[src/rtl/uart_pkg.sv]
// Shared UART definitions: receiver state encoding, parity modes and the
// baud-tick divisor calculation used by both rx and tx blocks.
package uart_pkg;

    localparam int PARITY_NONE = 0;
    localparam int PARITY_EVEN = 1;
    localparam int PARITY_ODD  = 2;

    typedef enum logic [2:0] {
        ST_IDLE,
        ST_START,
        ST_DATA,
        ST_PARITY,
        ST_STOP,
        ST_WAIT_IDLE
    } rx_state_e;

    // Rounded clk/(baud*os), never below 1 so the tick generator stays legal.
    function automatic int baud_div(input int clk_hz, input int baud, input int os);
        int den;
        int q;
        den = baud * os;
        q   = (clk_hz + den / 2) / den;
        return (q < 1) ? 1 : q;
    endfunction

    function automatic logic majority3(input logic a, input logic b, input logic c);
        return (a & b) | (a & c) | (b & c);
    endfunction

endpackage

[src/rtl/uart_baud_tick.sv]
// Free-running divide-by-DIV tick generator; tick is high for one clk
// every DIV clks.
module uart_baud_tick #(
    parameter int DIV = 78
) (
    input  logic clk,
    input  logic reset,
    output logic tick
);

    localparam int CNT_W = $clog2(DIV + 1);
    localparam logic [CNT_W-1:0] CNT_LAST = CNT_W'(DIV - 1);

    logic [CNT_W-1:0] cnt_q;
    logic [CNT_W-1:0] cnt_d;

    assign tick = (cnt_q == CNT_LAST);

    always_comb begin
        cnt_d = tick ? '0 : cnt_q + 1'b1;
    end

    always_ff @(posedge clk) begin
        if (reset) begin
            cnt_q <= '0;
        end else begin
            cnt_q <= cnt_d;
        end
    end

endmodule

[src/rtl/uart_rx_param.sv]
// Parametrised UART receiver: 2-flop synchroniser, oversampled 3-sample
// majority vote, configurable data/parity/stop framing with error reporting.
module uart_rx_param
    import uart_pkg::*;
#(
    parameter int CLOCK_RATE = 12000000,
    parameter int BAUD_RATE  = 9600,
    parameter int OVERSAMPLE = 16,
    parameter int DATA_BITS  = 8,
    parameter int PARITY     = 0,
    parameter int STOP_BITS  = 1
) (
    input  logic                 clk,
    input  logic                 reset,
    input  logic                 rxEn,
    input  logic                 rx,
    output logic                 rxBusy,
    output logic                 rxDone,
    output logic                 rxErr,
    output logic                 rxParityErr,
    output logic                 rxBreak,
    output logic [DATA_BITS-1:0] out
);

    localparam int DIV = baud_div(CLOCK_RATE, BAUD_RATE, OVERSAMPLE);
    localparam int S_W = $clog2(OVERSAMPLE);
    localparam logic [S_W-1:0] S_LO   = S_W'(OVERSAMPLE / 2 - 1);
    localparam logic [S_W-1:0] S_MID  = S_W'(OVERSAMPLE / 2);
    localparam logic [S_W-1:0] S_VOTE = S_W'(OVERSAMPLE / 2 + 1);
    localparam logic [S_W-1:0] S_LAST = S_W'(OVERSAMPLE - 1);
    localparam logic [3:0] DATA_LAST  = 4'(DATA_BITS - 1);
    localparam logic [3:0] STOP_LAST  = 4'(STOP_BITS - 1);
    localparam logic PARITY_ON  = (PARITY != PARITY_NONE);
    localparam logic PARITY_INV = (PARITY == PARITY_ODD);

    if (OVERSAMPLE < 8 || (OVERSAMPLE % 2) != 0) begin : g_bad_os
        $error("OVERSAMPLE must be even and at least 8");
    end
    if (DATA_BITS < 5 || DATA_BITS > 9) begin : g_bad_data
        $error("DATA_BITS must be in 5..9");
    end
    if (PARITY < 0 || PARITY > 2) begin : g_bad_parity
        $error("PARITY must be 0, 1 or 2");
    end
    if (STOP_BITS < 1 || STOP_BITS > 2) begin : g_bad_stop
        $error("STOP_BITS must be 1 or 2");
    end

    logic tick;

    uart_baud_tick #(
        .DIV(DIV)
    ) u_tick (
        .clk  (clk),
        .reset(reset),
        .tick (tick)
    );

    rx_state_e            state_q, state_d;
    logic                 rx_meta_q, rx_meta_d;
    logic                 rx_sync_q, rx_sync_d;
    logic [S_W-1:0]       s_q, s_d;
    logic [3:0]           bit_cnt_q, bit_cnt_d;
    logic [1:0]           samp_q, samp_d;
    logic [DATA_BITS-1:0] shift_q, shift_d;
    logic                 par_bit_q, par_bit_d;
    logic                 seen_one_q, seen_one_d;
    logic                 done_q, done_d;
    logic                 err_q, err_d;
    logic                 perr_q, perr_d;
    logic                 brk_q, brk_d;
    logic [DATA_BITS-1:0] out_q, out_d;
    logic                 vote;
    logic                 exp_par;

    assign vote    = majority3(samp_q[0], samp_q[1], rx_sync_q);
    assign exp_par = (^shift_q) ^ PARITY_INV;

    always_comb begin
        rx_meta_d  = rx;
        rx_sync_d  = rx_meta_q;
        state_d    = state_q;
        s_d        = s_q;
        bit_cnt_d  = bit_cnt_q;
        samp_d     = samp_q;
        shift_d    = shift_q;
        par_bit_d  = par_bit_q;
        seen_one_d = seen_one_q;
        out_d      = out_q;
        done_d     = 1'b0;
        err_d      = 1'b0;
        perr_d     = 1'b0;
        brk_d      = 1'b0;

        if (state_q != ST_IDLE && !rxEn) begin
            state_d = ST_IDLE;
        end else if (tick) begin
            if (state_q == ST_IDLE) begin
                if (rxEn && !rx_sync_q) begin
                    state_d    = ST_START;
                    s_d        = '0;
                    seen_one_d = 1'b0;
                end
            end else if (state_q == ST_WAIT_IDLE) begin
                // Stay busy through a held-low line so it never looks like a start bit.
                if (rx_sync_q) begin
                    state_d = ST_IDLE;
                end
            end else begin
                s_d = (s_q == S_LAST) ? '0 : s_q + 1'b1;
                if (s_q == S_LO) begin
                    samp_d[0] = rx_sync_q;
                end
                if (s_q == S_MID) begin
                    samp_d[1] = rx_sync_q;
                end
                if (s_q == S_VOTE) begin
                    if (vote) begin
                        seen_one_d = 1'b1;
                    end
                    case (state_q)
                        ST_START: begin
                            if (vote) begin
                                state_d = ST_IDLE;
                            end
                        end
                        ST_DATA:   shift_d   = {vote, shift_q[DATA_BITS-1:1]};
                        ST_PARITY: par_bit_d = vote;
                        ST_STOP: begin
                            if (!vote) begin
                                err_d   = 1'b1;
                                brk_d   = !seen_one_q;
                                state_d = ST_WAIT_IDLE;
                            end else if (bit_cnt_q == STOP_LAST) begin
                                done_d  = 1'b1;
                                perr_d  = PARITY_ON && (exp_par != par_bit_q);
                                out_d   = shift_q;
                                state_d = ST_IDLE;
                            end
                        end
                        default: ;
                    endcase
                end
                // Bit boundaries advance the framing; votes above stay mid-bit.
                if (s_q == S_LAST) begin
                    bit_cnt_d = bit_cnt_q + 1'b1;
                    case (state_q)
                        ST_START: begin
                            state_d   = ST_DATA;
                            bit_cnt_d = '0;
                        end
                        ST_DATA: begin
                            if (bit_cnt_q == DATA_LAST) begin
                                state_d   = PARITY_ON ? ST_PARITY : ST_STOP;
                                bit_cnt_d = '0;
                            end
                        end
                        ST_PARITY: begin
                            state_d   = ST_STOP;
                            bit_cnt_d = '0;
                        end
                        default: ;
                    endcase
                end
            end
        end
    end

    always_ff @(posedge clk) begin
        if (reset) begin
            state_q    <= ST_IDLE;
            rx_meta_q  <= 1'b1;
            rx_sync_q  <= 1'b1;
            s_q        <= '0;
            bit_cnt_q  <= '0;
            seen_one_q <= 1'b0;
            done_q     <= 1'b0;
            err_q      <= 1'b0;
            perr_q     <= 1'b0;
            brk_q      <= 1'b0;
            out_q      <= '0;
        end else begin
            state_q    <= state_d;
            rx_meta_q  <= rx_meta_d;
            rx_sync_q  <= rx_sync_d;
            s_q        <= s_d;
            bit_cnt_q  <= bit_cnt_d;
            seen_one_q <= seen_one_d;
            done_q     <= done_d;
            err_q      <= err_d;
            perr_q     <= perr_d;
            brk_q      <= brk_d;
            out_q      <= out_d;
        end
        samp_q    <= samp_d;
        shift_q   <= shift_d;
        par_bit_q <= par_bit_d;
    end

    assign rxBusy      = (state_q != ST_IDLE);
    assign rxDone      = done_q;
    assign rxErr       = err_q;
    assign rxParityErr = perr_q;
    assign rxBreak     = brk_q;
    assign out         = out_q;

endmodule

[config.mk]
export PLATFORM = sky130hd
export DESIGN_NAME = uart_rx_param
export DESIGN_NICKNAME = d
export VERILOG_FILES = /design/src/rtl/uart_pkg.sv /design/src/rtl/uart_baud_tick.sv /design/src/rtl/uart_rx_param.sv
export SDC_FILE = /design/constraint.sdc
export NUM_CORES = 1
export LEC_CHECK = 0
export ABC_AREA = 0
export ABC_CLOCK_PERIOD_IN_PS = 2300
export BUFFER_PORTS_ARGS = -buffer_cell sky130_fd_sc_hd__buf_2
export CORE_ASPECT_RATIO = 1.75
export CORE_UTILIZATION = 54
export DETAILED_ROUTE_END_ITERATION = 7
export HOLD_SLACK_MARGIN = 0.15
export PLACE_DENSITY = 0.73
export SLEW_MARGIN = 20
export SYNTH_ARGS = -nofsm -noshare
export SYNTH_HDL_FRONTEND = slang
export SYNTH_SLANG_ARGS = --single-unit
[constraint.sdc]
create_clock -name clk -period 2.3 [get_ports clk]
set_clock_uncertainty 0.2 [all_clocks]
set_input_delay 0.575 -clock clk [delete_from_list [all_inputs] [get_ports clk]]
set_output_delay 0.575 -clock clk [all_outputs]
set_load 0.02 [all_outputs]
* Yosys cells after proc, flatten, opt, wreduce, memory -nomap -nowiden
Index checks and enable logic that the tools add are counted.
Word-level totals: logic and storage cells 92, output and inout port bits 13, register bits 42
Operators by class: bitwise gates (word level) 12, reduce and logical (&&, ||, !) cells 24, equality and inequality tests 14, $add $sub $neg 3, muxes and demuxes 25
Operators by type and width (count):
- $mux 3 | 10
- $mux 4 | 5
- $reduce_or 8->1 | 2
- $reduce_and 5->1 | 3
- $eq 4x4->1 const B | 3
- $reduce_and 6->1 | 2
- $pmux 3 s3 | 1
- $add 4x1->4 const B | 2
- $eq 4x3->1 const B | 2
- $pmux 4 s2 | 1
- $reduce_and 8->1 | 1
- $add 7x1->7 const B | 1
- $eq 7x7->1 const B | 1
- $mux 1 | 7
- $not 1->1 | 7
- $reduce_or 7->1 | 1
- $eq 3x2->1 const B | 2
- $eq 3x3->1 const B | 2
- $pmux 3 s2 | 1
- $reduce_or 2->1 | 3
- $logic_not 4->1 | 1
- $reduce_and 4->1 | 1
- $reduce_bool 2->1 | 2
- $and 1x1->1 | 3
- other kinds (10) | 14

* Depth between registers and ports, before layout
Gate-level depths: netlist (run 1).
depth after elaboration 11, mapped depth 7, mapped depth without buffers 6

* By module
From an unflattened synthesis (run 1), not the netlist that was laid out.
Second synthesis, totals: cells, all modules 188, area, all modules 1859.3 µm²
Modules (own cells, without submodules):
- uart_rx_param | area each 1562.7 µm², cells each 156, times used 1, sequential area each 800.8 µm²
- uart_baud_tick | area each 296.5 µm², cells each 32, times used 1, sequential area each 140.1 µm²

* Least setup slack after synthesis (run 1)
No wires, ideal clock.
kind reg-to-reg, from reg u_tick.cnt_q[0], to reg shift_q[0], enable pin, clock period less this slack 1.915 ns, slack 0.385 ns, setup time 0.370 ns, stages on the path, launching flop included 5, required time 1.730 ns, arrival time 1.345 ns, cell sequence dfxtp_1 > ha_1 > and4bb_4 > nand3_4 > nor2_1
On the way: cells in the longest elaborated chain, start to end 2
RTL lines:
- from (decl) | RTL line uart_baud_tick.sv:14 | logic [CNT_W-1:0] cnt_q;
- from (signal assigned) | RTL line uart_baud_tick.sv:27 | cnt_q <= cnt_d;
- $eq 7x7->1 | RTL line uart_baud_tick.sv:17 | assign tick = (cnt_q == CNT_LAST);
- $reduce_and 6->1 (no line)
- to (signal assigned) | RTL line uart_rx_param.sv:196 | shift_q <= shift_d;
- to (decl) | RTL line uart_rx_param.sv:65 | logic [DATA_BITS-1:0] shift_q, shift_d;
Every way passes these cells. A chain may end at the register's enable or synchronous reset.

* Final worst setup path (run 1)
from reg state_q[2], to out rxBusy
On the way: cells in the longest elaborated chain, start to end 1
RTL lines:
- from (decl) | RTL line uart_rx_param.sv:59 | rx_state_e state_q, state_d;
- from (signal assigned) | RTL line uart_rx_param.sv:183 | state_q <= state_d;
- $reduce_bool 3->1 | RTL line uart_rx_param.sv:200 | assign rxBusy = (state_q != ST_IDLE);
- to (decl) | RTL line uart_rx_param.sv:17 | output logic rxBusy,
Every way passes these cells.

==> impl_summary.txt, run 1 <==
----------------------------------------------------
[Die]
  Initial core utilization ... 57.73%
  Die Outline Area ... 0.003926 mm²
  Core area ... 0.003433 mm²
  Top-level port count ... 17
  Number of placement rows ... 28
  Die height ... ~82 µm
  Horizontal die dimension ... ~48 µm

[STA]
  Final cycle utilization of the critical path ... 94.05%
  Final WS setup ... 0.1369 ns
  Final number of setup-violating endpoints ... 0
  Actual slew at the worst max-slew pin ... approximately 0.53 ns
  Final Max Slew Viols ... 0
  Headroom to the max-slew limit ... 64.69%
  Highest achievable clock rate ... 0.4623 GHz
  Final critical-path required period ... 2.163 ns
  Setup TNS Final ... 0 ns
  Hold violation total from the final report ... 0
  RSZ-0062 raised after global routing ... false

[Clock network]
  Number of buffers on the longest clock path ... 2
  CTS Buf Count ... 5
  Clock transition at the registers of the reported paths ... 0.07 ns
  CTS root buffer ... sky130_fd_sc_hd__clkbuf_8
  Hold-fix buffers, CTS ... 0
  Total number of clock tree sinks ... 42
  Post CTS Setup Buffer Count ... 0
  Clock H-tree levels ... 2
  TritonCTS clock tree ... built
  Clock insertion delay at the later pin of the skew report ... 0.29 ns
  Post-cts sizing count ... 0

[Logic synthesis]
  Number of nets in the synthesized netlist ... 215
  Top flip-flop cell by instance count after synthesis ... sky130_fd_sc_hd__dfxtp_1
  Flip-flop and latch count after synthesis ... 42
  Async SR Flop Fraction ... 0%
  Syn_area_per_cell ... just under 10 µm²
  Synth Cell Area ... 0.001982 mm²
  Fraction of the yosys area taken by sequential cells ... 47.47%
  Count of distinct cell types in the synthesized netlist ... 52
  Count of flip-flops with a built-in enable after synthesis ... 10
  Total of warnings raised by yosys ... 0
  Count of mapped cells out of synthesis ... 204

[Routing]
  Total Routed Length ... 3978 µm
  DRC violation count after routing ... 0
  Vias ... 1526
  Detailed router's first-iteration violation count ... 77
  Detail Route Antenna Nets ... 0
  Drt via density ... 5.737
  TritonRoute pass-1 iters ... 4
  WL per Instance ... around 15 µm

[Setup path]
  Worst R2R Start ... u_tick.cnt_q[0]$_SDFF_PP0_
  Sort of element at the start of the critical path ... flip-flop
  Worst reg-to-reg setup slack ... 0.19 ns
  Crit path max fanout ... 13
  Top cell family by delay on the critical path ... flip-flops
  Endpoint class of the critical path ... output port
  Cell-by-cell trace of the critical path ... nor3_1 -> inv_1 -> buf_2
  Critical register-to-register path endpoint ... out[0]$_SDFFE_PP0P_
  Source of the critical timing path ... state_q[2]$_SDFFE_PP0P_
  Buf+Inv Stages, Crit Path ... 2
  Delay contributed by the slowest stage of the critical path ... 0.61 ns
  Data required time at the worst endpoint ... 1.52 ns
  Library cell contributing the largest single delay on the critical path ... sky130_fd_sc_hd__dfxtp_1
  R2R depth ... 5
  Worst EP arrival ... 1.39 ns
  Crit Path Class ... flip-flop to output port

[Outcome]
  Status ... finished, final reports clean

[Place]
  Number of buffers added on ports ... 15
  Post-placement setup slack ... 0.1859 ns
  Final estimated routing congestion in global placement ... 0.8869
  Post-DP Area ... 0.002102 mm²
  Detailed-placement wirelength estimate ... 2941 µm

[Finish]
  Total area of sequential cells ... roughly 940 µm²
  Post-layout nets ... 231
  Antenna cell count ... 0
  Final core utilization ... between 60% and 70%
  Layout cells sized above 1 ... 16.74%
  Filler cell count ... 319
  Multi-input logic area ... 954.7 µm²
  Area of all placed cells without fillers ... 0.002197 mm²
  Area delta synth->final ... 10.86%

[GRT]
  Final global-route overflow total ... 0
  Via count of the first global-routing pass ... 1473
  Global-route wire length before repair ... around 6600 µm
  Maximum number of pins on one net before global-route repair ... 18
  Initial antenna violation count ... 0
  GRT Util Overall ... 23.42%

[Power]
  Standby leakage power ... between 0.8 and 0.9 nW
  Cell Pwr Density ... 583.3 mW/mm²
  Overall power of the completed layout ... ~0.0013 W
  Max rail drop VDD ... 0.0003961 V

[Worst hold path]
  Start point of the worst hold path ... seen_one_q$_SDFFE_PP0P_
  Min-delay worst type ... flip-flop to flip-flop
  Hold Crit Endpoint ... rxBreak$_SDFF_PP0_
  Cell depth of the worst hold path ... 1

[Job]
  Reported max-cap violation count ... 0

----------------------------------------------------
-- where the power goes --
group          internal (W)   total, W  switching (W)
combinational     0.0000131  0.0000392      0.0000261
sequential         0.000757   0.000763     0.00000525
clock              0.000241   0.000480       0.000239
-- cell families after synthesis --
| family | Yosys count | synth area share, % |
|---|---|---|
| AND/OR/NAND/NOR | 81 | 23.42 |
| buffers and inverters | 21 | 4.356 |
| adder cells (fa/ha/maj) | 8 | 4.987 |
| multiplexers | 8 | 4.041 |
| AO/OA/AOI/OAI | 37 | 12.88 |
| other | 1 | 0.1892 |
| flip-flops | 42 | 47.47 |
| XOR/XNOR | 6 | 2.651 |
-- placed cells by master, fill, tap and decap left out, types with 3 or more instances in the layout --
| cell | Yosys | routed |
|---|---|---|
| sky130_fd_sc_hd__o21ai_1 | 4 | 4 |
| sky130_fd_sc_hd__inv_1 | 10 | 10 |
| sky130_fd_sc_hd__nor2b_1 | 3 | 3 |
| sky130_fd_sc_hd__nand4_1 | 4 | 4 |
| sky130_fd_sc_hd__edfxtp_1 | 10 | 10 |
| sky130_fd_sc_hd__buf_4 | 1 | 5 |
| sky130_fd_sc_hd__xor2_1 | 5 | 5 |
| sky130_fd_sc_hd__nand4b_1 | 3 | 3 |
| sky130_fd_sc_hd__clkbuf_8 | 0 | 6 |
| sky130_fd_sc_hd__nand2_1 | 26 | 26 |
| sky130_fd_sc_hd__buf_2 | 3 | 15 |
| sky130_fd_sc_hd__a21oi_1 | 11 | 11 |
| sky130_fd_sc_hd__dfxtp_1 | 32 | 32 |
| sky130_fd_sc_hd__or4_1 | 3 | 3 |
| sky130_fd_sc_hd__mux2i_1 | 8 | 8 |
| sky130_fd_sc_hd__o21ai_0 | 3 | 3 |
| sky130_fd_sc_hd__nand3_1 | 5 | 5 |
| sky130_fd_sc_hd__nor2_1 | 15 | 15 |
| sky130_fd_sc_hd__o31ai_1 | 4 | 4 |
| sky130_fd_sc_hd__ha_1 | 7 | 7 |
-- worst max-delay path by stage --
stage                      endpoint  slack, ns  cells after the start
2_1_floorplan  shift_q[0]$_DFFE_PP_       0.38                      4
3_3_place_gp    out[6]$_SDFFE_PP0P_       0.33                      5
3_5_place_dp    out[0]$_SDFFE_PP0P_       0.19                      5
4_1_cts                      rxBusy       0.14                      3
5_1_grt                      rxBusy       0.06                      3
6_report                     rxBusy       0.14                      3
-- registers in the layout (all words and copies together), names as in the netlist --
signal,flops
rxErr,1
state_q,3
bit_cnt_q,4
shift_q,8
rxBreak,1
out,8
s_q,4
rx_meta_q,1
rx_sync_q,1
seen_one_q,1
samp_q,2
rxDone,1
u_tick.cnt_q,7
-- cells in the mapped netlist, types with 2 or more instances --
cell type	n	share of area (%)
sky130_fd_sc_hd__a211oi_1	2	0.76
sky130_fd_sc_hd__a21oi_1	11	2.8
sky130_fd_sc_hd__a311oi_1	2	0.88
sky130_fd_sc_hd__buf_2	3	0.76
sky130_fd_sc_hd__clkbuf_1	6	1.1
sky130_fd_sc_hd__dfxtp_1	32	32
sky130_fd_sc_hd__edfxtp_1	10	15
sky130_fd_sc_hd__ha_1	7	4.4
sky130_fd_sc_hd__inv_1	10	1.9
sky130_fd_sc_hd__mux2i_1	8	4.0
sky130_fd_sc_hd__nand2_1	26	4.9
sky130_fd_sc_hd__nand3_1	5	1.3
sky130_fd_sc_hd__nand3b_1	2	0.76
sky130_fd_sc_hd__nand4_1	4	1.3
sky130_fd_sc_hd__nand4b_1	3	1.3
sky130_fd_sc_hd__nor2_1	15	2.8
sky130_fd_sc_hd__nor2b_1	3	0.95
sky130_fd_sc_hd__nor3_1	2	0.51
sky130_fd_sc_hd__nor4_1	2	0.63
sky130_fd_sc_hd__o2111ai_1	2	0.88
sky130_fd_sc_hd__o21ai_0	3	0.76
sky130_fd_sc_hd__o21ai_1	4	1.0
sky130_fd_sc_hd__o21bai_1	2	0.76
sky130_fd_sc_hd__o31ai_1	4	1.5
sky130_fd_sc_hd__or2_2	2	0.63
sky130_fd_sc_hd__or3_1	2	0.63
sky130_fd_sc_hd__or4_1	3	1.1
sky130_fd_sc_hd__xor2_1	5	2.2
-- worst register-to-register path, delay by kind of cell (launching register included) --
family,cells,cell delay (ns)
simple gates,3,0.95
flops,1,0.40
mux,1,0.28
fa+ha+maj,1,0.19
-- metrics by stage --
stage          hold WS [ns]  std cells
2_1_floorplan        0.1895        204
6_report             0.2152        266
4_1_cts              0.2179        266
3_5_place_dp         0.1996        258
5_1_grt              0.2283        266
3_3_place_gp         0.1980        258
-- cell type report --
cell class	instances	share of cell area (%)
clock inverters	2	0.5695
clock buffers	6	3.759
multi-input cells	141	43.45
repair buffers	20	5.125
inverters	10	1.708
flip-flops and latches	42	42.82
well taps	45	2.563
-- layer usage --
| layer | up-vias | wire length [µm] | GRT usage (%) |
|---|---|---|---|
| met3 | 7 | 134 | 5.217 |
| li1 | 759 | - | - |
| met4 | 0 | 57 | 9.444 |
| met2 | 39 | 2198 | 41.08 |
| met1 | 721 | 1588 | 25.82 |
| met5 | - | 0 | 0 |
No activity file was read; power rests on OpenSTA's default activity.
==> inputs of run 2 (changes only) <==
--- a/config.mk
+++ b/config.mk
@@ -12,7 +12,7 @@
 export CORE_UTILIZATION = 54
 export DETAILED_ROUTE_END_ITERATION = 7
 export HOLD_SLACK_MARGIN = 0.15
-export PLACE_DENSITY = 0.73
+export PLACE_DENSITY = 0.83
 export SLEW_MARGIN = 20
 export SYNTH_ARGS = -nofsm -noshare
 export SYNTH_HDL_FRONTEND = slang
==> run 2 against run 1 <==
Compared with the run above:
- register-to-register slack worse by 0.02 ns
- clock power up 44%
- largest power group unchanged
- non-clock buffer count unchanged
- worst hold slack better by 0.0011 ns
- critical path type unchanged
- final cell count unchanged
- utilization up 1.4 points
- sequential power about the same
==> impl_summary.txt, run 2 (synthesis results as in run 1) <==
----------------------------------------------------
[Die]
  Initial core utilization ... 57.73%
  Number of placement rows ... 28
  Top-level port count ... 17
  Die Outline Area ... 0.003926 mm²
  Die height ... about 82 µm
  Horizontal die dimension ... 47.80 µm
  Core area ... between 0.003 and 0.004 mm²

[Clock network]
  TritonCTS clock tree ... built
  Number of buffers on the longest clock path ... 2
  Hold-fix buffers, CTS ... 0
  CTS Buf Count ... 5
  Clock transition at the registers of the reported paths ... 0.08 ns
  Clock H-tree levels ... 2
  Clock insertion delay at the later pin of the skew report ... between 0.2 and 0.3 ns
  Total number of clock tree sinks ... 42
  CTS root buffer ... sky130_fd_sc_hd__clkbuf_8

[Place]
  Number of buffers added on ports ... 15
  Post-DP Area ... 0.002102 mm²
  Total instance count after detailed placement ... 258
  Detailed-placement wirelength estimate ... 2783 µm
  Final estimated routing congestion in global placement ... between 0.8 and 0.9

[Power]
  Clock share of power ... 46.2%
  Fraction of power spent switching nets ... 19.19%
  Max rail drop VDD ... about 0.00047 V
  Cell Pwr Density ... between 600 and 700 mW/mm²
  Overall power of the completed layout ... 0.001491 W
  Relative contribution of combinational cells to total power ... between 2 and 3%
  Standby leakage power ... a little over 0.8 nW
  NetSw ... 0.0002862 W
  Sequential Power Share ... between 50% and 60%
  Power Internal ... 0.001205 W

[GRT]
  GRT Util Overall ... approximately 23%
  Maximum number of pins on one net before global-route repair ... 17
  Via count of the first global-routing pass ... 1443
  Initial antenna violation count ... 0
  Final global-route overflow total ... 0
  Global-route wire length before repair ... ~6400 µm

[Finish]
  Post-layout nets ... around 230
  Area of all placed cells without fillers ... about 0.0022 mm²
  Most frequent standard cell in the layout excluding fill and tap cells ... sky130_fd_sc_hd__dfxtp_1
  Multi-input logic area ... 959.7 µm²
  Final core utilization ... 65.38%
  Antenna cell count ... 0
  Filler cell count ... 298
  Total area of sequential cells ... ~940 µm²
  Area delta synth->final ... 13.26%
  Layout cells sized above 1 ... 17.19%
  Most frequent cells in the layout ... sky130_fd_sc_hd__dfxtp_1 (32), sky130_fd_sc_hd__nand2_1 (26), sky130_fd_sc_hd__nor2_1 (15), sky130_fd_sc_hd__buf_2 (15), sky130_fd_sc_hd__a21oi_1 (11)
  Final instance count without filler cells ... between 200 and 300

[Routing]
  WL per Instance ... 14.50 µm
  Vias ... 1560
  Detail Route Antenna Nets ... 0
  Drt via density ... 5.865
  TritonRoute pass-1 iters ... 5
  DRC violation count after routing ... 0
  Total Routed Length ... 3857 µm
  Detailed router's first-iteration violation count ... 43

[Outcome]
  Status ... finished, final reports clean

[STA]
  Actual slew at the worst max-slew pin ... roughly 0.54 ns
  RSZ-0062 raised after global routing ... true
  Setup TNS Final ... 0 ns
  Headroom to the max-slew limit ... 64.32%
  Highest achievable clock rate ... 0.4630 GHz
  Final Max Slew Viols ... 0
  Final critical-path required period ... 2.160 ns
  Hold violation total from the final report ... 0
  Final number of setup-violating endpoints ... 0
  Final cycle utilization of the critical path ... 93.90%

[Setup path]
  Top cell family by delay on the critical path ... flip-flops
  Buf+Inv Stages, Crit Path ... 2
  Endpoint class of the critical path ... output port
  Crit Path Class ... flip-flop to output port
  Critical register-to-register path endpoint ... out[2]$_SDFFE_PP0P_
  Worst reg-to-reg setup slack ... 0.17 ns
  Cell-by-cell trace of the critical path ... nor3_2 -> inv_1 -> buf_2
  Sort of element at the start of the critical path ... flip-flop
  Data required time at the worst endpoint ... 1.52 ns
  Worst R2R Start ... s_q[0]$_SDFFE_PP0P_
  Worst EP arrival ... 1.38 ns
  R2R depth ... 5
  Library cell contributing the largest single delay on the critical path ... sky130_fd_sc_hd__dfxtp_1
  Delay contributed by the slowest stage of the critical path ... 0.44 ns
  Crit path max fanout ... 13

[Worst hold path]
  Cell depth of the worst hold path ... 1
  Hold Crit Endpoint ... rx_sync_q$_SDFF_PP1_
  Min-delay worst type ... flip-flop to flip-flop
  Start point of the worst hold path ... rx_meta_q$_SDFF_PP1_

[Job]
  Reported max-cap violation count ... 0

----------------------------------------------------
run 2: cell count changes in the layout (fill, tap and decap cells not counted), sizes merged:
| cell | delta |
|---|---|
| bufinv | +2 |
| clkbuf | -1 |
| clkinvlp | -1 |
run 2: layout make-up:
cell class              count  area share, %
clock buffers               5          3.066
clock inverters             3          3.066
inverters                  10          1.672
multi-input cells         141          42.75
flip-flops and latches     42          41.92
well taps                  45          2.508
repair buffers             20          5.017
run 2: power by group through the flow:
| stage | Sequential [W] | Combinational, W | Clock (W) |
|---|---|---|---|
| 4_1_cts | 0.000762 | 0.0000398 | 0.000698 |
| 3_3_place_gp | 0.000779 | 0.0000391 | 0 |
| 3_5_place_dp | 0.000780 | 0.0000397 | 0 |
| 5_1_grt | 0.000763 | 0.0000437 | 0.000729 |
| 2_1_floorplan | 0.000779 | 0.0000272 | 0 |
| 6_report | 0.000762 | 0.0000399 | 0.000689 |
run 2: per-stage QoR:
| step | setup slack, ns | hold slack, ns |
|---|---|---|
| final | 0.1403 | 0.2163 |
| after detailed placement | 0.2088 | 0.1976 |
| after CTS | 0.02116 | 0.2166 |
| after global routing | 0.0002101 | 0.2314 |
| after global placement | 0.2929 | 0.1922 |
| after floorplan | 0.3849 | 0.1895 |
run 2: per-layer routing:
layer  global-route usage (%)  part of all wire [%]  vias to the layer above
met3                    5.435                   3.5                       12
met5                        0                     0                        -
li1                         -                     -                      765
met4                    10.56                   2.9                        0
met2                    39.46                    53                       36
met1                    25.14                    40                      747
run 2: timing repair:
| action | CTS | global route |
|---|---|---|
| setup buffers | 0 | 0 |
| endpoints found under the hold margin | 0 | 0 |
| setup endpoints to repair | 0 | 1 |
| resized for setup | 0 | 1 |
run 2: worst max-delay path by stage:
stage	to	cells past startpoint	from
2_1_floorplan	shift_q[0]$_DFFE_PP_	4	u_tick.cnt_q[0]$_SDFF_PP0_
4_1_cts	rxBusy	3	state_q[2]$_SDFFE_PP0P_
3_3_place_gp	out[0]$_SDFFE_PP0P_	5	s_q[0]$_SDFFE_PP0P_
3_5_place_dp	out[1]$_SDFFE_PP0P_	5	s_q[0]$_SDFFE_PP0P_
6_report	rxBusy	3	state_q[2]$_SDFFE_PP0P_
5_1_grt	out[2]$_SDFFE_PP0P_	5	s_q[0]$_SDFFE_PP0P_
